===== config.mk =====
export PLATFORM = sky130hd
export DESIGN_NAME = alu_sequencer
export DESIGN_NICKNAME = d
export VERILOG_FILES = /design/src/rtl/alu_sequencer.sv
export SDC_FILE = /design/constraint.sdc
export NUM_CORES = 1
export LEC_CHECK = 0
export ABC_AREA = 1
export CORE_ASPECT_RATIO = 0.7
export CORE_UTILIZATION = 43
export DETAILED_ROUTE_END_ITERATION = 16
export PLACE_DENSITY = 0.73
export SYNTH_ARGS = -nofsm -noshare
export SYNTH_HDL_FRONTEND = slang
export SYNTH_SLANG_ARGS = --single-unit

===== constraint.sdc =====
create_clock -name clk -period 1.65 [get_ports clk]
set_clock_uncertainty 0.05 [all_clocks]
set_input_delay 0.33 -clock clk [delete_from_list [all_inputs] [get_ports clk]]
set_output_delay 0.33 -clock clk [all_outputs]
set_load 0.03 [all_outputs]

===== src/rtl/alu_sequencer.sv =====
// Command sequencer for the 8-bit ALU: single-pass ops in one EXEC cycle,
// MUL (low byte) as eight shift-add passes, results returned over valid/ready.
module alu_sequencer #(
    parameter int W         = 8,
    parameter int MUL_STEPS = 8
) (
    input  logic         clk,
    input  logic         rst_n,
    input  logic         cmd_valid,
    output logic         cmd_ready,
    input  logic [2:0]   cmd_op,
    input  logic [W-1:0] cmd_a,
    input  logic [W-1:0] cmd_b,
    output logic [W-1:0] alu_a,
    output logic [W-1:0] alu_b,
    output logic         alu_add,
    output logic         alu_inc,
    output logic         alu_neg,
    output logic         alu_sub,
    input  logic [W-1:0] alu_out,
    input  logic         alu_z,
    input  logic         alu_n,
    output logic         rsp_valid,
    input  logic         rsp_ready,
    output logic [W-1:0] rsp_data,
    output logic         rsp_z,
    output logic         rsp_n,
    output logic         rsp_err,
    output logic         busy
);
    localparam int CW = $clog2(MUL_STEPS);
    localparam logic [CW-1:0] CNT_LAST = CW'(MUL_STEPS - 1);

    localparam logic [2:0] OP_ADD = 3'b000;
    localparam logic [2:0] OP_SUB = 3'b001;
    localparam logic [2:0] OP_INC = 3'b010;
    localparam logic [2:0] OP_NEG = 3'b011;
    localparam logic [2:0] OP_MUL = 3'b100;

    typedef enum logic [1:0] {IDLE, EXEC, MUL_STEP, RESP} state_t;

    state_t        state_q, state_d;
    logic [2:0]    op_q, op_d;
    logic [W-1:0]  opa_q, opa_d;   // operand A; multiplicand m during MUL
    logic [W-1:0]  opb_q, opb_d;   // operand B; multiplier q during MUL
    logic [W-1:0]  acc_q, acc_d;
    logic [CW-1:0] cnt_q, cnt_d;
    logic [W-1:0]  rsp_data_q, rsp_data_d;
    logic          rsp_z_q, rsp_z_d;
    logic          rsp_n_q, rsp_n_d;
    logic          rsp_err_q, rsp_err_d;

    always_ff @(posedge clk or negedge rst_n) begin
        if (!rst_n) begin
            state_q    <= IDLE;
            op_q       <= '0;
            opa_q      <= '0;
            opb_q      <= '0;
            acc_q      <= '0;
            cnt_q      <= '0;
            rsp_data_q <= '0;
            rsp_z_q    <= 1'b0;
            rsp_n_q    <= 1'b0;
            rsp_err_q  <= 1'b0;
        end else begin
            state_q    <= state_d;
            op_q       <= op_d;
            opa_q      <= opa_d;
            opb_q      <= opb_d;
            acc_q      <= acc_d;
            cnt_q      <= cnt_d;
            rsp_data_q <= rsp_data_d;
            rsp_z_q    <= rsp_z_d;
            rsp_n_q    <= rsp_n_d;
            rsp_err_q  <= rsp_err_d;
        end
    end

    always_comb begin
        state_d    = state_q;
        op_d       = op_q;
        opa_d      = opa_q;
        opb_d      = opb_q;
        acc_d      = acc_q;
        cnt_d      = cnt_q;
        rsp_data_d = rsp_data_q;
        rsp_z_d    = rsp_z_q;
        rsp_n_d    = rsp_n_q;
        rsp_err_d  = rsp_err_q;
        alu_a      = '0;
        alu_b      = '0;
        alu_add    = 1'b0;
        alu_inc    = 1'b0;
        alu_neg    = 1'b0;
        alu_sub    = 1'b0;
        case (state_q)
            IDLE: begin
                if (cmd_valid) begin
                    op_d    = cmd_op;
                    opa_d   = cmd_a;
                    opb_d   = cmd_b;
                    acc_d   = '0;
                    cnt_d   = '0;
                    state_d = (cmd_op == OP_MUL) ? MUL_STEP : EXEC;
                end
            end
            EXEC: begin
                alu_a = opa_q;
                alu_b = opb_q;
                case (op_q)
                    OP_ADD:  alu_add = 1'b1;
                    OP_SUB:  alu_sub = 1'b1;
                    OP_INC:  alu_inc = 1'b1;
                    OP_NEG:  alu_neg = 1'b1;
                    default: ;
                endcase
                if (op_q <= OP_NEG) begin
                    rsp_data_d = alu_out;
                    rsp_z_d    = alu_z;
                    rsp_n_d    = alu_n;
                    rsp_err_d  = 1'b0;
                end else begin
                    rsp_data_d = '0;
                    rsp_z_d    = 1'b0;
                    rsp_n_d    = 1'b0;
                    rsp_err_d  = 1'b1;
                end
                state_d = RESP;
            end
            MUL_STEP: begin
                alu_a   = acc_q;
                alu_b   = opa_q;
                alu_add = 1'b1;
                if (opb_q[0]) acc_d = alu_out;
                opa_d = opa_q << 1;
                opb_d = opb_q >> 1;
                cnt_d = cnt_q + 1'b1;
                // flags come from the finished product, not the ALU's last pass
                if (cnt_q == CNT_LAST) begin
                    rsp_data_d = acc_d;
                    rsp_z_d    = (acc_d == '0);
                    rsp_n_d    = acc_d[W-1];
                    rsp_err_d  = 1'b0;
                    state_d    = RESP;
                end
            end
            RESP: begin
                if (rsp_ready) begin
                    rsp_err_d = 1'b0;
                    state_d   = IDLE;
                end
            end
            default: state_d = IDLE;
        endcase
    end

    assign cmd_ready = (state_q == IDLE);
    assign busy      = (state_q != IDLE);
    assign rsp_valid = (state_q == RESP);
    assign rsp_data  = rsp_data_q;
    assign rsp_z     = rsp_z_q;
    assign rsp_n     = rsp_n_q;
    assign rsp_err   = rsp_err_q;

endmodule


==> metrics.txt, run 1 <==
Yosys reg bits 43; R2R Path Start state_q[0]$_DFFE_PN0P_; routed vias 2454; vias per inst 5.188; max cap viols 0; largest net degree at the start of global routing 27; I/O pin total 67; most frequent cell after synthesis nand2_1; DP Wirelength 4634 µm; Fin Hold WS 0.4415 ns; share of cells above drive strength 1 30.67%; status complete, but fails checks; Reg-to-Reg End opb_q[6]$_DFFE_PN0P_; Final setup viols 40; fraction of the mapped netlist area in simple logic gates 24.66%; crit-path max FO 4; Fmax 498.5 MHz; FF-to-FF path depth 9; Avg Inst Size Synth 7.661 µm²; Area contributors post-synth dfrtp_1, nand2_1, a31oi_1; Pins Over Slew Limit 0; mux contribution to synthesized area 0%; drt pass-1 iters 4; Synth Net Count 349; EDFF count, synth 0; layout net count 440; DIE AREA 5829 µm²; DR DRC count 0; Num CTS Buffers 5; relative slew slack 70.72%; Routed WL 7240 µm; Worst setup SP type flop; DIE WIDTH 90.83 µm; vias in the first global route 2284; Root Driver clkbuf_8; post-layout min period 2.006 ns; synthesized instance count 310; first-pass GRT wire length 11120 µm; Synth async-reset ratio 100.0%; clock slew at reported path FFs 0.08 ns; Setup CP Type reg -> out; Worst Hold Class in -> async; row count 22; failing checks negative setup slack; power density cells 2399 nW/µm²; Total GRT Usage 24.51%; main combinational cell family by area after synthesis simple AND/OR/NAND/NOR gates; Mapped Area 2375 µm²; ant diodes 0; Initial Util 44.93%; GPL Wtd Cong 0.8373; Cell variety after synth 25; CP required 1.27 ns; reg2reg setup slack -0.07 ns; grt ovf 0; register area share after synthesis 45.31%; CTS sink cnt 43; Post-synth top flop dfrtp_1; Syn. warnings 0; Peak VDD IR 1800 µV; xor and xnor area share after synthesis 0%; top-area cell type share of the netlist area 45.31%; worst-case clock buffer depth 2; worst setup margin -0.3559 ns; Tcrit/Tclk final 121.6%; Syn-to-layout area delta 64.23%; Critical Path End Type output pin; core area 5285 µm²; die height 64.18 µm; critical path data arrival time 1.63 ns; Synth Area in Compound Gates 18.07%; wire per inst 15.31 µm; worst-skew pair later-pin latency 0.30 ns; antenna viol nets, final 0; Hold Violations, Final 0; H-tree depth 2; CTS tree done; Yosys top cell by area dfrtp_1; initial antenna violation count 0; unrepaired setup endpoints after global routing true; PortBufs 66; Post-synth top cells nand2_1, dfrtp_1, nor2_1; Power, Total 0.009356 W; leak pwr 1.714 nW; Worst-Margin Slew 0.4392 ns; DR iter-0 viols 120; Synth Area in Adders 3.161%
==> state kept, by name (all words and copies together), names as in the netlist <==
| signal | cells |
|---|---|
| rsp_data | 8 |
| rsp_n | 1 |
| rsp_z | 1 |
| rsp_err | 1 |
| opb_q | 8 |
| state_q | 2 |
| op_q | 3 |
| opa_q | 8 |
| acc_q | 8 |
| cnt_q | 3 |
==> metrics by stage <==
step / setup TNS (ns) / cells / setup WS (ns) / util, % / instance area, µm²
floorplan: -0.2091 / 310 / -0.07987 / - / 2671
global placement: -0.04164 / 451 / -0.02259 / 64.70 / 3420
detailed placement: -0.2498 / 451 / -0.04107 / 64.70 / 3420
CTS: -5.984 / 466 / -0.3222 / 69.60 / 3679
global route: -9.964 / 473 / -0.4079 / 73.79 / 3900
finish: -7.103 / 473 / -0.3559 / 73.79 / 3900
==> worst max-delay path, cell delays in order, from the launching register on <==
cell      delay (ns)
dfrtp_1         0.40
inv_2           0.09
ha_4            0.39
clkinv_4        0.13
a21oi_4         0.13
buf_4           0.17
==> cell usage in the layout, fill, tap and decap left out, types with 2 or more instances in the layout <==
master           count
o22a_1               6
nor3_2               2
buf_4               25
o21ai_2              4
nand2_1             89
dfrtp_1             43
buf_6               19
nand3_1              9
o21ai_1              4
nor2_2               3
inv_1               19
clkdlybuf4s50_1     31
inv_2                4
nor2_1              25
a21oi_4             17
o21ai_4              2
o31ai_1              2
ha_4                 3
dlygate4sd2_1       11
buf_12               6
o21ai_0             13
clkbuf_16            3
a31oi_1             17
ha_1                 3
clkbuf_8             6
a21oi_1              2
nand2_4              2
nand2_2             11
clkinv_8             2
o22ai_1              2
==> kinds of logic (layout without fill, tap and decap cells) <==
group,count (synthesis),count (layout)
AND/OR/NAND/NOR,146,146
AO/OA/AOI/OAI,72,72
flip-flops,43,43
buffers and inverters,43,134
adder cells (fa/ha/maj),6,6
==> worst max-delay path by stage <==
stage	from	end	slack [ns]	cells after the start
final	state_q[0]$_DFFE_PN0P_	alu_b[2]	-0.36	5
after global routing	state_q[0]$_DFFE_PN0P_	alu_b[2]	-0.41	5
after CTS	state_q[0]$_DFFE_PN0P_	alu_b[2]	-0.32	5
after detailed placement	state_q[1]$_DFFE_PN0P_	rsp_data[1]$_DFFE_PN0P_	-0.04	8
after global placement	state_q[0]$_DFFE_PN0P_	alu_b[6]	-0.02	6
after floorplan	state_q[1]$_DFFE_PN0P_	alu_inc	-0.08	5
==> layer usage <==
layer | vias up | track usage, % | wire length (µm)
li1 | 1207 | - | -
met5 | - | 0 | 0
met3 | 14 | 6.190 | 370
met2 | 67 | 37.41 | 3299
met4 | 0 | 7.937 | 127
met1 | 1166 | 34.14 | 3442
==> what timing repair did <==
item | 4_1_cts | 5_1_grt
hold buffers | 1 | 0
setup buffers | 4 | 3
pin swaps | 1 | 4
hold endpoints to repair | 17 | 0
gates resized for setup | 39 | 33
gates cloned | 3 | 4
endpoints found under the setup margin | 40 | 60
==> layout make-up <==
cell class	count	area, µm²
fillers	398	1385
inverters	27	128.9
repair inverters	2	25.02
flip-flops and latches	43	1076
repair buffers	98	1051
well taps	72	90.09
multi-input cells	224	1441
clock inverters	1	5.005
clock buffers	6	82.58
==> power by group <==
group,switching (W),total [W],internal [W]
clock,0.000365,0.000694,0.000329
combinational,0.00386,0.00671,0.00285
sequential,0.000422,0.00195,0.00153
No activity file was read; power rests on OpenSTA's default activity.
==> run 2: changes to the inputs <==
CORE_ASPECT_RATIO = unset   (was 0.7)
RECOVER_POWER = 50   (was unset)
clock period = 1.73 ns   (was 1.65 ns; I/O delays follow)
==> metrics.txt, run 2 (same netlist as run 1, synthesis figures left out) <==
ant diodes 0 (unchanged); sequential power share 20.8% (was 20.9%); critical path data arrival time 1.59 ns (was 1.63 ns); leak pwr 1.735 nW (was 1.714 nW); Worst setup SP type flop (unchanged); Reg-to-Reg End opb_q[0]$_DFFE_PN0P_ (was opb_q[6]$_DFFE_PN0P_); hold path endpoint cnt_q[0]$_DFFE_PN0P_; crit-path max FO 13 (was 4); failing checks negative setup slack (unchanged); antenna viol nets, final 0 (unchanged); Hold Crit Start cnt_q[0]$_DFFE_PN0P_; power share of the combinational group 72.4% (was 71.7%); initial antenna violation count 0 (unchanged); sw frac 48.32% (was 49.67%); final instance area 3806 µm² (was 3900 µm²); share of cells above drive strength 1 25.51% (was 30.67%); DR DRC count 0 (unchanged); core area 5205 µm² (was 5285 µm²); Worst Hold Depth 1; Total GRT Usage 23.63% (was 24.51%); clock slew at reported path FFs 0.07 ns (was 0.08 ns); CTS tree done (unchanged); Routed WL 7221 µm (was 7240 µm); placed cell count 445 (was 451); commonest non-fill, non-tap cell in the layout nand2_1 (unchanged); H-tree depth 2 (unchanged); DIE WIDTH 76.32 µm (was 90.83 µm); routed vias 2498 (was 2454); Syn-to-layout area delta 60.27% (was 64.23%); R2R Path Start state_q[0]$_DFFE_PN0P_ (unchanged); Pins Over Slew Limit 0 (unchanged); Setup CP Type reg -> out (unchanged); status complete, but fails checks (unchanged); Post-DP Area 3333 µm² (was 3420 µm²); DIE AREA 5824 µm² (was 5829 µm²); layout net count 436 (was 440); post-layout min period 1.985 ns; clock network power share 6.8% (was 7.4%); I/O pin total 67 (unchanged); Post-Layout Cell Count 466 (was 473); drt pass-1 iters 4 (unchanged); Int Pwr 0.004548 W (was 0.004709 W); CP required 1.33 ns (was 1.27 ns); grt ovf 0 (unchanged); relative slew slack 37.29% (was 70.72%); die height 76.32 µm (was 64.18 µm); vias in the first global route 2406 (was 2284); max cap viols 0 (unchanged); Worst-Margin Slew 0.9406 ns (was 0.4392 ns); DR iter-0 viols 197 (was 120); PortBufs 66 (unchanged); leading cell types in the layout, fill and taps excluded nand2_1, dfrtp_1, clkdlybuf4s50_1 (unchanged); Root Driver clkbuf_8 (unchanged); wire per inst 15.50 µm (was 15.31 µm); Final setup viols 25 (was 40); CTS sink cnt 43 (unchanged); first-pass GRT wire length 11010 µm (was 11120 µm); worst setup margin -0.2546 ns (was -0.3559 ns); power density cells 2312 nW/µm² (was 2399 nW/µm²); NetSw 0.004252 W (was 0.004647 W); Worst Hold Class reg -> reg (was in -> async); Peak VDD IR 1937 µV (was 1800 µV); worst-skew pair later-pin latency 0.29 ns (was 0.30 ns); Num CTS Buffers 5 (unchanged); worst-case clock buffer depth 2 (unchanged); largest net degree at the start of global routing 29 (was 27); Fmax 503.9 MHz; reg2reg setup slack -0.06 ns (was -0.07 ns); vias per inst 5.361 (was 5.188); Critical Path End Type output pin (unchanged); Initial Util 45.63% (was 44.93%); GPL Wtd Cong 0.7796 (was 0.8373); Tcrit/Tclk final 114.7%; FF-to-FF path depth 9 (unchanged); Hold Violations, Final 0 (unchanged); unrepaired setup endpoints after global routing true (unchanged); DP Wirelength 4510 µm (was 4634 µm); row count 26 (was 22)
## run 2: cell types whose count changed in the layout (fill, tap and decap cells not counted), moves of 4 or more
cell	previous run	this run
buf_4	25	20
dlygate4sd2_1	11	1
dlymetal6s2s_1	0	10
o21ai_1	4	8
nor2_1	25	29
## run 2: worst max-delay path by stage
stage / startpoint / to / slack [ns] / cells past startpoint
floorplan: state_q[1]$_DFFE_PN0P_ / alu_inc / -0.22 / 5
global placement: state_q[0]$_DFFE_PN0P_ / alu_b[3] / -0.006 / 6
detailed placement: state_q[0]$_DFFE_PN0P_ / alu_b[3] / -0.03 / 6
CTS: state_q[0]$_DFFE_PN0P_ / alu_a[5] / -0.24 / 6
global route: state_q[0]$_DFFE_PN0P_ / alu_a[5] / -0.33 / 6
finish: state_q[0]$_DFFE_PN0P_ / alu_b[7] / -0.25 / 6
## run 2: metal layers
layer	vias to the layer above	GRT usage [%]	share of wire (%)
met1	1213	29.14	42
met2	67	41.71	52
li1	1201	-	-
met4	0	7.500	2.1
met3	17	4.192	4.1
met5	-	0	0
## run 2: area by class of cell
class / instances / area (µm²)
Inverter: 27 / 118.9
Clock buffer: 6 / 72.57
Tap cell: 70 / 87.58
Fill cell: 404 / 1399
Multi-Input combinational cell: 224 / 1366
Timing Repair Buffer: 96 / 1085
Sequential cell: 43 / 1076
## run 2: what timing repair did
item / CTS / global route
hold endpoints to repair: 15 / 0
hold buffers: 1 / 0
setup endpoints to repair: 27 / 67
cloned: 1 / 4
pin swaps: 1 / 4
resized for setup: 45 / 28
setup buffers: 2 / 7
## run 2: stage by stage
step / setup WS [ns] / utilization, % / setup TNS (ns) / power [W] / hold slack, ns
5_1_grt: -0.3286 / 73.13 / -6.669 / 0.009330 / 0.4777
3_5_place_dp: -0.02607 / 64.04 / -0.1092 / 0.006878 / 0.2470
2_1_floorplan: -0.2243 / - / -2.250 / 0.005351 / 0.0004089
3_3_place_gp: -0.006010 / 64.04 / -0.006010 / 0.006777 / 0.2442
4_1_cts: -0.2396 / 69.01 / -4.164 / 0.007963 / 0.4529
6_report: -0.2546 / 73.13 / -4.278 / 0.008800 / 0.4567
## run 2: power groups by stage
stage / registers [W] / logic [W] / clock network, W
after floorplan: 0.00198 / 0.00337 / 0
after global placement: 0.00181 / 0.00496 / 0
after detailed placement: 0.00183 / 0.00505 / 0
after CTS: 0.00182 / 0.00554 / 0.000602
after global routing: 0.00188 / 0.00679 / 0.000655
final: 0.00183 / 0.00637 / 0.000598
## run 2: worst max-delay path, cell delays in order (launching register included)
cell	delay [ns]
dfrtp_1	0.41
inv_2	0.13
ha_4	0.20
buf_12	0.15
nand2_1	0.11
a21oi_4	0.15
buf_6	0.15
==> run 3: changes to the inputs <==
CTS_BUF_LIST = sky130_fd_sc_hd__clkbuf_8 sky130_fd_sc_hd__clkbuf_16   (was unset)
TNS_END_PERCENT = 5   (was unset)
==> metrics.txt, run 3 (same netlist as run 1, synthesis figures left out) <==
Total GRT Usage 24.61% (was 23.63%); worst-case clock buffer depth 2 (unchanged); PortBufs 66 (unchanged); drt pass-1 iters 4 (unchanged); Tcrit/Tclk final 114.8% (was 114.7%); multi-input combinational cell area 1325 µm² (was 1366 µm²); wire per inst 14.54 µm (was 15.50 µm); worst-skew pair later-pin latency 0.29 ns (about the same); DP Wirelength 4474 µm (was 4510 µm); Worst Hold Depth 1 (unchanged); ant diodes 0 (unchanged); grt ovf 0 (unchanged); CTS tree done (unchanged); hold path endpoint rsp_data[2]$_DFFE_PN0P_ (was cnt_q[0]$_DFFE_PN0P_); R2R Path Start state_q[0]$_DFFE_PN0P_ (unchanged); share of cells above drive strength 1 24.81% (was 25.51%); power density cells 2258 nW/µm² (was 2312 nW/µm²); met1 usage 32.15% (was 29.14%); vias per inst 5.202 (was 5.361); final instance area 3691 µm² (was 3806 µm²); leading cell types in the layout, fill and taps excluded nand2_1, dfrtp_1, clkdlybuf4s50_1 (unchanged); met3 usage 3.353% (was 4.192%); FF-to-FF path depth 8 (was 9); pre-CTS WS -0.01829 ns (was -0.02607 ns); Fmax 503.5 MHz (was 503.9 MHz); status complete, but fails checks (unchanged); DIE WIDTH 76.32 µm (unchanged); antenna viol nets, final 0 (unchanged); layout net count 433 (was 436); critical path data arrival time 1.59 ns (about the same); Post-DP Area 3271 µm² (was 3333 µm²); die height 76.32 µm (unchanged); initial antenna violation count 0 (unchanged); CP required 1.33 ns (about the same); Syn-to-layout area delta 55.43% (was 60.27%); Worst Hold Class reg -> reg (unchanged); Worst-Margin Slew 0.6139 ns (was 0.9406 ns); leak pwr 1.675 nW (was 1.735 nW); relative slew slack 59.07% (was 37.29%); routed vias 2419 (was 2498); commonest non-fill, non-tap cell in the layout nand2_1 (unchanged); Setup TNS -4.382 ns (was -4.278 ns); clock slew at reported path FFs 0.08 ns (was 0.07 ns); crit-path max FO 9 (was 13); first-pass GRT wire length 11440 µm (was 11010 µm); Peak VDD IR 2222 µV (was 1937 µV); Worst setup SP type flop (unchanged); core area 5205 µm² (unchanged); row count 26 (unchanged); failing checks negative setup slack (unchanged); H-tree depth 2 (unchanged); largest net degree at the start of global routing 26 (was 29); DR iter-0 viols 89 (was 197); DR DRC count 0 (unchanged); CTS sink cnt 43 (unchanged); Num CTS Buffers 5 (unchanged); met2 usage 42.25% (was 41.71%); Hold Crit Start rsp_data[2]$_DFFE_PN0P_ (was cnt_q[0]$_DFFE_PN0P_); Pins Over Slew Limit 0 (unchanged); Initial Util 45.63% (unchanged); I/O pin total 67 (unchanged); reg2reg setup slack 0.02 ns (was -0.06 ns); Reg-to-Reg End opb_q[6]$_DFFE_PN0P_ (was opb_q[0]$_DFFE_PN0P_); worst setup margin -0.2563 ns (was -0.2546 ns); unrepaired setup endpoints after global routing true (unchanged); post-layout min period 1.986 ns (was 1.985 ns); Routed WL 6759 µm (was 7221 µm); number of fillers in the final layout 411 (was 404); busiest grt layer met2 (unchanged); max cap viols 0 (unchanged); Final setup viols 20 (was 25); GPL Wtd Cong 0.8007 (was 0.7796); Critical Path End Type output pin (unchanged); Setup CP Type reg -> out (unchanged); DIE AREA 5824 µm² (unchanged); vias in the first global route 2432 (was 2406); Root Driver clkbuf_8 (unchanged); Hold Violations, Final 0 (unchanged); sequential cell area 1076 µm² (unchanged)
run 3: cell count changes in the layout (fill, tap and decap cells not counted), sizes merged, moves of 2 or more:
| cell | change |
|---|---|
| dlygate4sd2 | +2 |
| clkinv | +2 |
| dlymetal6s2s | -4 |
| clkbuf | -5 |
| clkdlybuf4s50 | +2 |
run 3: layout make-up:
type / instances / share of cell area, %
multi-input combinational: 224 / 35.90
sequential: 43 / 29.15
timing repair buffer: 93 / 27.29
inverter: 27 / 3.085
tap: 70 / 2.373
clock buffer: 5 / 1.864
clock inverter: 3 / 0.3390
run 3: power breakdown:
part / leakage (nW) / switching, W / internal (W)
logic: 1.11 / 0.00335 / 0.00253
registers: 0.516 / 0.000369 / 0.00146
clock network: 0.0505 / 0.000346 / 0.000272
run 3: critical path: stages, from the launching register on:
cell and delay [ns]:
dfrtp_1 0.39, inv_2 0.09, ha_4 0.29, clkinv_4 0.08, buf_12 0.16, a21oi_2 0.14
buf_6 0.15
run 3: routing by layer:
layer	part of all wire (%)	wire (µm)
met1	43	2932
met4	1.3	89
met2	51	3436
met3	4.5	302
met5	0	0
run 3: how the worst max path moves through the flow:
stage / endpoint / slack, ns / from / depth (start not counted)
finish: alu_b[0] / -0.26 / state_q[0]$_DFFE_PN0P_ / 6
global route: alu_b[7] / -0.31 / state_q[0]$_DFFE_PN0P_ / 6
CTS: alu_b[4] / -0.22 / state_q[1]$_DFFE_PN0P_ / 6
detailed placement: state_q[0]$_DFFE_PN0P_ / -0.02 / state_q[0]$_DFFE_PN0P_ / 7
global placement: alu_b[4] / 0.04 / state_q[1]$_DFFE_PN0P_ / 6
floorplan: alu_inc / -0.22 / state_q[1]$_DFFE_PN0P_ / 5
run 3: repair_timing:
action / 4_1_cts / 5_1_grt
setup endpoints to repair: 29 / 56
gates resized for setup: 47 / 17
endpoints found under the hold margin: 6 / 0
pin swaps: 11 / 5
cloned: 3 / 0
buffers inserted: 6 / 1
hold buffers: 1 / 0
run 3: metrics by stage:
step                utilization (%)  hold WS, ns  total power, W  instances
finish                        70.91       0.4583        0.008333        465
global route                  70.91       0.4860        0.008899        465
CTS                           70.00       0.4566        0.008176        464
detailed placement            62.84       0.3132        0.006680        446
global placement              62.84       0.3141        0.006575        446
floorplan                         -    0.0004089        0.005136        310
